File: src/rtl/multi_chunk_clause_evaluator.sv
// Streams one clause as LITS_PER_CHUNK-wide beats and reports SAT / UNIT / CONFLICT / UNRESOLVED.
// Accumulates satisfied and free literals across beats; the result is held until the consumer takes it.
`ifndef MAX_VARS_BITS
`define MAX_VARS_BITS 8
`endif

module multi_chunk_clause_evaluator #(
    parameter int unsigned LITS_PER_CHUNK = 5,
    parameter int unsigned VAR_BITS       = `MAX_VARS_BITS,
    parameter int unsigned MAX_CHUNKS     = 4
) (
    input  logic                               clock,
    input  logic                               reset,
    input  logic                               in_valid,
    output logic                               in_ready,
    input  logic                               in_first,
    input  logic                               in_last,
    input  logic [LITS_PER_CHUNK-1:0]          in_mask,
    input  logic [LITS_PER_CHUNK-1:0]          in_unassign,
    input  logic [LITS_PER_CHUNK-1:0]          in_val,
    input  logic [LITS_PER_CHUNK-1:0]          in_pole,
    input  logic [LITS_PER_CHUNK*VAR_BITS-1:0] in_variable,
    output logic                               out_valid,
    input  logic                               out_ready,
    output logic [1:0]                         out_status,
    output logic [VAR_BITS-1:0]                out_implied_var,
    output logic                               out_new_val,
    output logic                               out_overflow
);

    localparam int unsigned CNT_W = $clog2(MAX_CHUNKS + 2);
    localparam logic [CNT_W-1:0] CNT_SAT = CNT_W'(MAX_CHUNKS + 1);
    localparam logic [CNT_W-1:0] CNT_MAX = CNT_W'(MAX_CHUNKS);

    typedef enum logic [1:0] {IDLE, ACCUM, RESULT} state_t;
    typedef enum logic [1:0] {
        ST_UNRESOLVED = 2'd0,
        ST_SAT        = 2'd1,
        ST_UNIT       = 2'd2,
        ST_CONFLICT   = 2'd3
    } status_t;

    state_t              state;
    logic                acc_sat;
    logic [1:0]          acc_free;
    logic [VAR_BITS-1:0] acc_var;
    logic                acc_pole;
    logic [CNT_W-1:0]    acc_cnt;

    logic                restart;
    logic                nxt_sat;
    logic [1:0]          nxt_free;
    logic [VAR_BITS-1:0] nxt_var;
    logic                nxt_pole;
    logic [CNT_W-1:0]    nxt_cnt;
    status_t             nxt_status;

    assign in_ready = (state != RESULT);

    // Merge the current beat into either the running accumulators or a fresh clause.
    always_comb begin
        restart  = (state != ACCUM) || in_first;
        nxt_sat  = restart ? 1'b0 : acc_sat;
        nxt_free = restart ? 2'd0 : acc_free;
        nxt_var  = restart ? '0 : acc_var;
        nxt_pole = restart ? 1'b0 : acc_pole;
        nxt_cnt  = restart ? '0 : acc_cnt;
        if (nxt_cnt != CNT_SAT) begin
            nxt_cnt = nxt_cnt + 1'b1;
        end
        for (int unsigned i = 0; i < LITS_PER_CHUNK; i++) begin
            if (in_mask[i]) begin
                if (in_unassign[i]) begin
                    if (nxt_free == 2'd0) begin
                        nxt_var  = in_variable[i*VAR_BITS +: VAR_BITS];
                        nxt_pole = in_pole[i];
                    end
                    if (nxt_free != 2'd2) begin
                        nxt_free = nxt_free + 2'd1;
                    end
                end else if (in_val[i] ^ in_pole[i]) begin
                    nxt_sat = 1'b1;
                end
            end
        end
        if (nxt_sat) begin
            nxt_status = ST_SAT;
        end else if (nxt_free == 2'd1) begin
            nxt_status = ST_UNIT;
        end else if (nxt_free == 2'd0) begin
            nxt_status = ST_CONFLICT;
        end else begin
            nxt_status = ST_UNRESOLVED;
        end
    end

    always_ff @(posedge clock) begin
        if (reset) begin
            state           <= IDLE;
            acc_sat         <= 1'b0;
            acc_free        <= 2'd0;
            acc_var         <= '0;
            acc_pole        <= 1'b0;
            acc_cnt         <= '0;
            out_valid       <= 1'b0;
            out_status      <= 2'd0;
            out_implied_var <= '0;
            out_new_val     <= 1'b0;
            out_overflow    <= 1'b0;
        end else begin
            case (state)
                IDLE, ACCUM: begin
                    if (in_valid) begin
                        acc_sat  <= nxt_sat;
                        acc_free <= nxt_free;
                        acc_var  <= nxt_var;
                        acc_pole <= nxt_pole;
                        acc_cnt  <= nxt_cnt;
                        if (in_last) begin
                            state           <= RESULT;
                            out_valid       <= 1'b1;
                            out_status      <= nxt_status;
                            out_implied_var <= (nxt_status == ST_UNIT) ? nxt_var : '0;
                            out_new_val     <= (nxt_status == ST_UNIT) ? ~nxt_pole : 1'b0;
                            out_overflow    <= (nxt_cnt > CNT_MAX);
                        end else begin
                            state <= ACCUM;
                        end
                    end
                end
                RESULT: begin
                    if (out_ready) begin
                        state           <= IDLE;
                        out_valid       <= 1'b0;
                        out_status      <= 2'd0;
                        out_implied_var <= '0;
                        out_new_val     <= 1'b0;
                        out_overflow    <= 1'b0;
                    end
                end
                default: state <= IDLE;
            endcase
        end
    end

endmodule

File: config.mk
export PLATFORM = sky130hd
export DESIGN_NAME = multi_chunk_clause_evaluator
export DESIGN_NICKNAME = d
export VERILOG_FILES = /design/src/rtl/multi_chunk_clause_evaluator.sv
export SDC_FILE = /design/constraint.sdc
export NUM_CORES = 1
export LEC_CHECK = 0
export CORE_MARGIN = 4
export CORE_UTILIZATION = 47
export DETAILED_ROUTE_END_ITERATION = 16
export GPL_ROUTABILITY_DRIVEN = 0
export PLACE_DENSITY = 0.85
export SYNTH_ARGS = -nofsm -noshare
export SYNTH_HDL_FRONTEND = slang
export SYNTH_SLANG_ARGS = --single-unit
File: constraint.sdc
create_clock -name clock -period 5.2 [get_ports clock]
set_clock_uncertainty 0.1 [all_clocks]
set_input_delay 1.04 -clock clock [delete_from_list [all_inputs] [get_ports clock]]
set_output_delay 1.04 -clock clock [all_outputs]
set_load 0.05 [all_outputs]
==> results.yml <==
timing:
  rsz0062_at_grt: "false"
  relSlewSlack_pct: 41.0
  hold_violations: 0
  min_period_over_period_pct: 93.6
  min_period_ns: 4.87
  tns_ns: 0
  holdWs_ns: 0.362
  worstMarginPinSlew_ns: 0.882
  fmax_ghz: 0.205
  final-setup-viol-count: 0
  drv_slew: 0
  fin_ws_ns: 0.333
worst_setup_path:
  worst_setup_path_start_kind: "input pin"
  crit_path_end_kind: "flop"
  cp.required_ns: 5.30
  crit_type: "input pin to flop"
  cp_max_fo: 9
  worstPathArrival_ns: 4.96
synth:
  synth_commonest_cells: "nand2_1, nor2_1, dfxtp_1"
  yosys.cell_count.top_type: "nand2_1"
  synth_warnings: 0
  synth_top_area_share_pct: 24.9
  synthCells: 314
  synthFlopType: "dfxtp_1"
  synthTopCellsByArea: "dfxtp_1, a211oi_1, nand2_1"
  synth_edf_count: 0
  seq_area_frac_synth_pct: 24.9
  yosys.area.top_type: "dfxtp_1"
  synthArstFlopShare_pct: 0
  ys_types: 61
  syn-cell-area_um2: 2410
  synth-seq-cells: 30
  post_synth.cell_area_avg_um2: 7.68
  syn_nets: 386
die:
  die-height_um: 79.6
  design.die.area_um2: 6340
  core_um2: 4850
  start_util_pct: 49.7
  fp-row-count: 25
  die_w_um: 79.6
  boundaryPins: 80
power_and_ir_drop:
  cellLeakagePower_nw: 1.13
  irDropWorstVdd_mv: 0.199
  p_per_area_nw_per_um2: 206
clock_network:
  cts-resized-gates: 0
  postCtsHoldBufs: 0
  cts_tree: "yes"
  cts_setup_buffers: 0
  cts_sinks: 30
  cts_made_buffers: 5
  clockBufferDepth: 2
  clock_latency_ns: 0.28
  cts_htree_levels: 2
  path_clk_slew_ns: 0.07
  cts_root_buf: "clkbuf_8"
routing:
  vias_per_cell: 5.83
  routedWlPerCell_um: 15.8
  drt_wl_total_um: 7150
  ant_nets: 0
  drc_errors: 0
  detail_route.first_pass.iterations: 5
  vias: 2639
  drt_iter0_drc: 311
outcome:
  status: "finished clean"
placed_design:
  detailedPlace.worstSlack_ns: 0.0546
  place_inst: 445
  numPortBuffers: 79
  hpwl_um: 5600
job:
  maxCapViolCount: 0
finish:
  multi_input_area_um2: 1650
  final_cells: 453
  post-route-util_pct: 68.2
  drive_above_1_share_pct: 8.29
  num-fill-cells: 420
  area_growth_pct: 37.1
  seqCellArea_um2: 601
  num_antenna_cells: 0
  nets: 457
global_routing:
  grt_max_degree: 29
  grt_pass1_vias: 2442
  overflow: 0
  grt_antenna_before_repair: 0
  global_route.usage.total_pct: 22.8
  grt_pass1_wl_um: 11600
min_path:
  hold_class: "flop to flop"
-- metrics by stage --
stage	cell area, um^2	power (mW)
after floorplan	2410	0.401
after global placement	3210	0.487
after detailed placement	3210	0.489
after CTS	3310	0.684
after global routing	3310	0.717
final	3310	0.681
-- layout by cell type, fill, tap and decap left out, types with 4 or more instances in the layout --
cell type	n
clkdlybuf4s50_1	79
nand2_1	45
nor2_1	37
dfxtp_1	30
a211oi_1	24
inv_1	12
nand3_1	11
o211ai_1	10
a21oi_1	9
a311o_1	9
o21ai_0	8
or3_1	8
a31oi_1	8
and2_1	7
ha_1	6
clkbuf_8	6
buf_4	5
nand2b_1	4
xor2_1	4
nand3b_1	4
o22ai_1	4
-- cell type report --
type | count | area share, %
inverters | 12 | 1.36
well taps | 67 | 2.54
clock inverters | 2 | 0.379
clock buffers | 6 | 2.50
multi-input cells | 252 | 50.0
flip-flops and latches | 30 | 18.2
repair buffers | 84 | 25.1
-- critical path: stages --
cell	delay (ns)
clkdlybuf4s50_1	0.44
nor3b_2	0.23
nand2_1	0.11
ha_1	0.36
o211ai_1	0.35
o21ai_4	0.17
a22oi_1	0.20
nor3_1	0.10
ha_1	0.29
nand2b_1	0.10
o31ai_1	0.08
a311oi_2	0.38
inv_1	0.09
ha_1	0.31
mux2i_4	0.23
nand4_4	0.19
o31ai_1	0.28
-- kinds of logic after synthesis --
family                     Yosys count  share of synthesized area (%)
xor gates and xnor gates             5                           1.82
DFF                                 30                           24.9
AOI/OAI and AO/OA                  106                           35.5
buffers and inverters               32                           6.54
and+or+nand+nor                    134                           27.1
adders and majority gates            6                           3.11
muxes                                1                          0.934
-- power breakdown --
group          leakage [nW]  internal (mW)  switching (mW)
logic                 0.839          0.108           0.125
clock network        0.0472          0.106          0.0868
registers             0.246          0.244          0.0110
-- worst paths after layout --
path / startpoint / to / slack [ns] / cells after the start
max: in_first / out_new_val$_SDFFE_PP0P_ / 0.33 / 17
min: out_implied_var[1]$_SDFFE_PP0P_ / out_implied_var[1]$_SDFFE_PP0P_ / 0.36 / 2
max reg2reg: state[0]$_SDFFE_PP0P_ / out_new_val$_SDFFE_PP0P_ / 1.15 / 16
min reg2reg: out_implied_var[1]$_SDFFE_PP0P_ / out_implied_var[1]$_SDFFE_PP0P_ / 0.36 / 2
-- metal layers --
layer  GRT usage, %  up-vias  part of all wire (%)  wire (um)
li1               -     1313                     -          -
met1           31.9     1199                    46       3290
met2           35.4      115                    45       3220
met3           4.74       12                   7.2        514
met4           6.01        0                   1.8        126
met5              0        -                     0          0
-- state kept, by name, indices dropped and copies added (netlist names) --
| name | count |
|---|---|
| out_overflow | 1 |
| state | 2 |
| acc_var | 8 |
| acc_sat | 1 |
| acc_free | 2 |
| acc_pole | 1 |
| out_status | 2 |
| out_valid | 1 |
| out_implied_var | 8 |
| acc_cnt | 3 |
| out_new_val | 1 |
Power figures use the tool's default switching activity.
==> patch 1 (same flow settings) <==
Change the parameter `MAX_CHUNKS` from 4 to 2.
--- a/src/rtl/multi_chunk_clause_evaluator.sv
+++ b/src/rtl/multi_chunk_clause_evaluator.sv
@@ -8,5 +8,5 @@
     parameter int unsigned LITS_PER_CHUNK = 5,
     parameter int unsigned VAR_BITS       = `MAX_VARS_BITS,
-    parameter int unsigned MAX_CHUNKS     = 4
+    parameter int unsigned MAX_CHUNKS     = 2
 ) (
     input  logic                               clock,
Check against the original RTL: not equivalent (a bounded check fails within 4 cycles, from zero or initial values and one cycle with reset high).
==> patch 1 against the unedited design <==
  * Cell count shrank 0.44%
  * Hold slack gained 7.6 ps
  * Total power grew 7.7%
  * Wire length grew 13%
  * Design area grew 1.1%
  * Critical endpoint is now out_implied_var[0]$_SDFFE_PP0P_
  * Synthesized area shrank 2.4%
  * Worst setup slack gained 33 ps
  * Largest cell class unchanged
  * Count of clock-buffer cells in the layout is the same
  * Sequential cell count shrank 1
==> patch 1: results (changes against the unedited design) <==
- Hold Startpoint: out_valid$_SDFFE_PP0P_ (was out_implied_var[1]$_SDFFE_PP0P_)
- Layout Nets: 453 (was 457)
- Slowest cell on the critical path: a221oi_4 (was clkdlybuf4s50_1)
- Largest cells by area after synthesis: dfxtp_1 (25%), nor2_1 (5.4%), nand2_1 (4.8%) (was dfxtp_1 (25%), a211oi_1 (7.5%), nand2_1 (7.0%))
- Total GRT Usage: 0.264 (was 0.228)
- Total CTS buffers: 5 (unchanged)
- Synth top area share: 0.247 (was 0.249)
- Setup total negative slack: 0 ps (unchanged)
- Largest regs: acc_var: 8 flops, out_implied_var: 8 flops (was acc_var: 8 flops, out_implied_var: 8 flops, acc_cnt: 3 flops)
- Worst hold path type: flip-flop to flip-flop (unchanged)
- Placed Area: 3220 µm² (was 3210 µm²)
- WHS Path Cells: 2 (unchanged)
- Slowest stage delay, CP: 510 ps (was 440 ps)
- Post-synthesis cell type count: 57 (was 61)
- Number of global-route vias before repair: 2708 (was 2442)
- Vias: 2886 (was 2639)
- R2R Setup Slk: 1160 ps
- Setup Buffers After CTS: 0 (unchanged)
- R2r startpoint: state[0]$_SDFFE_PP0P_ (unchanged)
- Post-CTS resize count: 0 (unchanged)
- P_sw: 232 µW (was 223 µW)
- Ys Warns: 0 (unchanged)
- CTS clk-pin slew, worst paths: 70 ps (about the same)
- Clk_lat worst skew: 280 ps (about the same)
- Root buffer cell: clkbuf_8 (unchanged)
- Worst-case hold path end point: out_valid$_SDFFE_PP0P_ (was out_implied_var[1]$_SDFFE_PP0P_)
- CP max FO: 10 (was 9)
- Antenna cells: 0 (unchanged)
- Commonest cells post-synth: nor2_1 (34), nand2_1 (30), dfxtp_1 (29) (was nand2_1 (45), nor2_1 (37), dfxtp_1 (30))
- Port Buf Inserts: 79 (unchanged)
- HPWL after DPL: 6.09 mm (was 5.60 mm)
- Worst EP arrival: 4930 ps (was 4960 ps)
- Slew @ Worst Pin: 1200 ps (was 882 ps)
- Leakage power: 0.00116 µW (was 0.00113 µW)
- Final slew viol count: 0 (unchanged)
- Syn Nets: 376 (was 386)
- Share of cells above drive strength 1: 0.0729 (was 0.0829)
- Initial antenna violation count: 0 (unchanged)
- DR iter-0 viols: 357 (was 311)
- DRT Pass-1 Iters: 5 (unchanged)
- Reg-to-reg endpoint: out_implied_var[0]$_SDFFE_PP0P_ (was out_new_val$_SDFFE_PP0P_)
- Fraction of the yosys area taken by sequential cells: 0.247 (was 0.249)
- Drt wl/cell: 17.9 µm (was 15.8 µm)
- CTS HTree Levels: 2 (unchanged)
- Max Root-Sink Buffers: 2 (unchanged)
- Worst VDD drop: 0.178 mV (was 0.199 mV)
- Status: finished clean (unchanged)
- Global-route wire length before repair: 13.1 mm (was 11.6 mm)
- R2r worst-path depth: 14 (was 16)
- Pin count of the biggest net entering global routing: 29 (unchanged)
- Fraction of registers with async set/reset: 0 (unchanged)
## patch 1: changes by cell type in the layout (fill, tap and decap cells not counted), moves of 5 or more
cell and delta:
a221oi_1 +5, a311o_1 -9, a211oi_1 -12, a31o_2 +5, a221o_1 +6, or3_1 -6, a31oi_1 -7, a22oi_1 +8
nand2_1 -15
## patch 1: final cells by class
type                       count  area, µm²
inverter                       8       30.0
timing repair buffer          88        858
fill                         391       1440
sequential                    29        581
clock buffer                   6       82.6
tap                           67       83.8
clock inverter                 2       37.5
multi-input combinational    251       1670
## patch 1: worst max-delay path by stage
| stage | cells after the start | from | slack (ps) | endpoint |
|---|---|---|---|---|
| floorplan | 17 | in_first | 280 | out_implied_var[2]$_SDFFE_PP0P_ |
| global placement | 15 | in_first | 270 | out_implied_var[3]$_SDFFE_PP0P_ |
| detailed placement | 15 | in_first | 120 | out_implied_var[6]$_SDFFE_PP0P_ |
| CTS | 15 | in_first | 390 | out_implied_var[0]$_SDFFE_PP0P_ |
| global route | 15 | in_first | 60 | out_implied_var[6]$_SDFFE_PP0P_ |
| finish | 15 | in_first | 370 | out_implied_var[0]$_SDFFE_PP0P_ |
## patch 1: stage by stage
step / hold slack (ps) / total power [µW] / utilization / setup slack, ps / std cells
3_3_place_gp: 352 / 482 / 0.673 / 272 / 443
3_5_place_dp: 357 / 485 / 0.673 / 122 / 443
4_1_cts: 373 / 729 / 0.699 / 386 / 451
5_1_grt: 407 / 768 / 0.699 / 55.6 / 451
6_report: 370 / 734 / 0.699 / 366 / 451
2_1_floorplan: 337 / 385 / - / 284 / 306
## patch 1: power groups by stage
stage | Combinational (µW) | Sequential (µW) | Clock, µW
final | 240 | 247 | 248
after floorplan | 125 | 260 | 0
after CTS | 236 | 246 | 247
after global routing | 259 | 248 | 262
after global placement | 231 | 250 | 0
after detailed placement | 234 | 251 | 0
## patch 1: kinds of logic (layout without fill, tap and decap cells)
logic type | count (synthesis) | in the layout | share of synthesized area
compound gates | 114 | 114 | 0.384
fa+ha+maj | 4 | 4 | 0.0213
mux | 4 | 4 | 0.0170
xor+xnor | 7 | 7 | 0.0261
simple gates | 122 | 122 | 0.262
flops | 29 | 29 | 0.247
buf+inv | 26 | 104 | 0.0431
## patch 1: critical path, delay by kind of cell
kind,cells,cell delay [ps]
adders and majority gates,3,890
AOI/OAI and AO/OA,6,1670
buffers and inverters,2,590
and+or+nand+nor,4,730
## patch 1: metal layers
metal	vias up	track usage	wire length, µm
li1	1359	-	-
met4	0	0.0927	197
met2	165	0.402	3760
met3	21	0.0442	630
met1	1341	0.374	3490
met5	-	0	0
==> patch 2 (same flow settings) <==
Without the edit above. Reset style: asynchronous (`reset`), changed in one clocked block.
--- a/src/rtl/multi_chunk_clause_evaluator.sv
+++ b/src/rtl/multi_chunk_clause_evaluator.sv
@@ -95,5 +95,5 @@
     end
 
-    always_ff @(posedge clock) begin
+    always_ff @(posedge clock or posedge reset) begin
         if (reset) begin
             state           <= IDLE;
Check against the original RTL: differs if reset is asserted again (counterexample within 4 cycles, from zero or initial values and one cycle with reset high); with reset held inactive, the same outputs for 4 cycles.
==> patch 2 against the unedited design <==
  * First-iteration DRC count fell by 29%
  * Global-route usage rose by 1.3 points
  * Maximum frequency rose by 2.7%
  * Utilization fell by 0.69 points
  * Critical path depth rose by 1
  * Hold slack improved by 29 ps
  * Worst setup slack improved by 130 ps
  * Design area rose by 4.3%
  * Synthesized area rose by 2.5%
  * Register-to-register slack improved by 80 ps
  * Wire length rose by 9.0%
  * Die area rose by 2.3%
  * Total power rose by 32%
  * Sequential cell count did not move
  * Critical endpoint is now out_new_val$_DFFE_PP0P_
  * Largest power group is now combinational logic
==> patch 2: results (changes against the unedited design) <==
- Status: finished clean (unchanged)
- Pin count of the biggest net entering global routing: 31 (was 29)
- Hold Startpoint: out_overflow$_DFFE_PP0P_ (was out_implied_var[1]$_SDFFE_PP0P_)
- Ys Warns: 0 (unchanged)
- Post-synthesis mux area share: 0.0688 (was 0.00934)
- Fin cells: 445 (was 453)
- Main synth FF type: dfrtp_1 (was dfxtp_1)
- Min Tclk post-route: 4740 ps (was 4870 ps)
- Initial antenna violation count: 0 (unchanged)
- XOR/XNOR Fraction of Synth Area: 0.0177 (was 0.0182)
- Slew HR: 0.235 (was 0.410)
- Share of the synthesized area in compound gates (AO/OA/AOI/OAI): 0.303 (was 0.355)
- Commonest cells post-synth: nand2_1 (32), dfrtp_1 (30), nand4_1 (17) (was nand2_1 (45), nor2_1 (37), dfxtp_1 (30))
- Fraction of the yosys area taken by sequential cells: 0.304 (was 0.249)
- Post-synthesis cell type count: 57 (was 61)
- Post-place setup slack: 201 ps (was 54.6 ps)
- Syn_area_per_cell: 8.41 µm² (was 7.68 µm²)
- Cells after DPL: 437 (was 445)
- Vias per cell: 6.13 (was 5.83)
- Total GRT Usage: 0.241 (was 0.228)
- HPWL after DPL: 5.94 mm (was 5.60 mm)
- Critical Path End: out_new_val$_DFFE_PP0P_ (was out_new_val$_SDFFE_PP0P_)
- Drt wl/cell: 17.5 µm (was 15.8 µm)
- Hold-fix buffers at CTS: 0 (unchanged)
- R2r worst-path depth: 17 (was 16)
- Leakage power: 0.00140 µW (was 0.00113 µW)
- Clk_lat worst skew: 280 ps (about the same)
- Post-Synth Adder-Cell Area: 0.0304 (was 0.0311)
- WHS Path Cells: 2 (unchanged)
- Share of cells above drive strength 1: 0.0987 (was 0.0829)
- Fraction of registers with async set/reset: 1.00 (was 0)
- Syn Nets: 366 (was 386)
- Clk network pwr share: 0.221 (was 0.283)
- Global-route wire length before repair: 12.2 mm (was 11.6 mm)
- Slowest stage delay, CP: 450 ps
- Largest area contributor in the netlist: dfrtp_1 (was dfxtp_1)
- Worst VDD drop: 0.205 mV (was 0.199 mV)
- Sw Share: 0.387 (was 0.327)
- Number of global-route vias before repair: 2543 (was 2442)
- Comb. pwr: 405 µW (was 233 µW)
- Hold WS: 391 ps (was 362 ps)
- Worst EP arrival: 4860 ps (was 4960 ps)
- R2R Setup Slk: 1230 ps (was 1150 ps)
- Setup total negative slack: 0 ps (unchanged)
- DR iter-0 viols: 222 (was 311)
- Placed Area: 3350 µm² (was 3210 µm²)
- CTS HTree Levels: 2 (unchanged)
- Antenna cells: 0 (unchanged)
- CP max FO: 10 (was 9)
- Internal power: 552 µW (was 458 µW)
- R2r startpoint: state[1]$_DFFE_PP0P_ (was state[0]$_SDFFE_PP0P_)
- Worst-case hold path end point: out_overflow$_DFFE_PP0P_ (was out_implied_var[1]$_SDFFE_PP0P_)
- CP Buf/Inv Count: 4 (was 2)
- Total CTS buffers: 5 (unchanged)
- Largest cells by area after synthesis: dfrtp_1 (30%), nand2_1 (4.9%), nand4_1 (4.3%) (was dfxtp_1 (25%), a211oi_1 (7.5%), nand2_1 (7.0%))
[patch 2: changes by cell type in the layout (fill, tap and decap cells not counted), moves of 9 or more]
cell and delta:
a22oi_1 +9, nand2_1 -13, a211oi_1 -20, dfxtp_1 -30, nor2_1 -24, nand3_1 -9, and3_1 +10, dfrtp_1 +30
nand4_1 +14
[patch 2: final cells by class]
class | count | area, µm²
fill | 427 | 1660
clock buffer | 6 | 82.6
sequential | 30 | 751
clock inverter | 2 | 12.5
inverter | 16 | 60.1
tap | 70 | 87.6
timing repair buffer | 92 | 888
multi-input combinational | 229 | 1570
[patch 2: per-layer routing]
layer | vias up | wire (µm) | global-route usage
met5 | - | 0 | 0
met4 | 0 | 136 | 0.0726
met3 | 14 | 647 | 0.0493
met2 | 140 | 3630 | 0.396
met1 | 1279 | 3380 | 0.318
li1 | 1297 | - | -
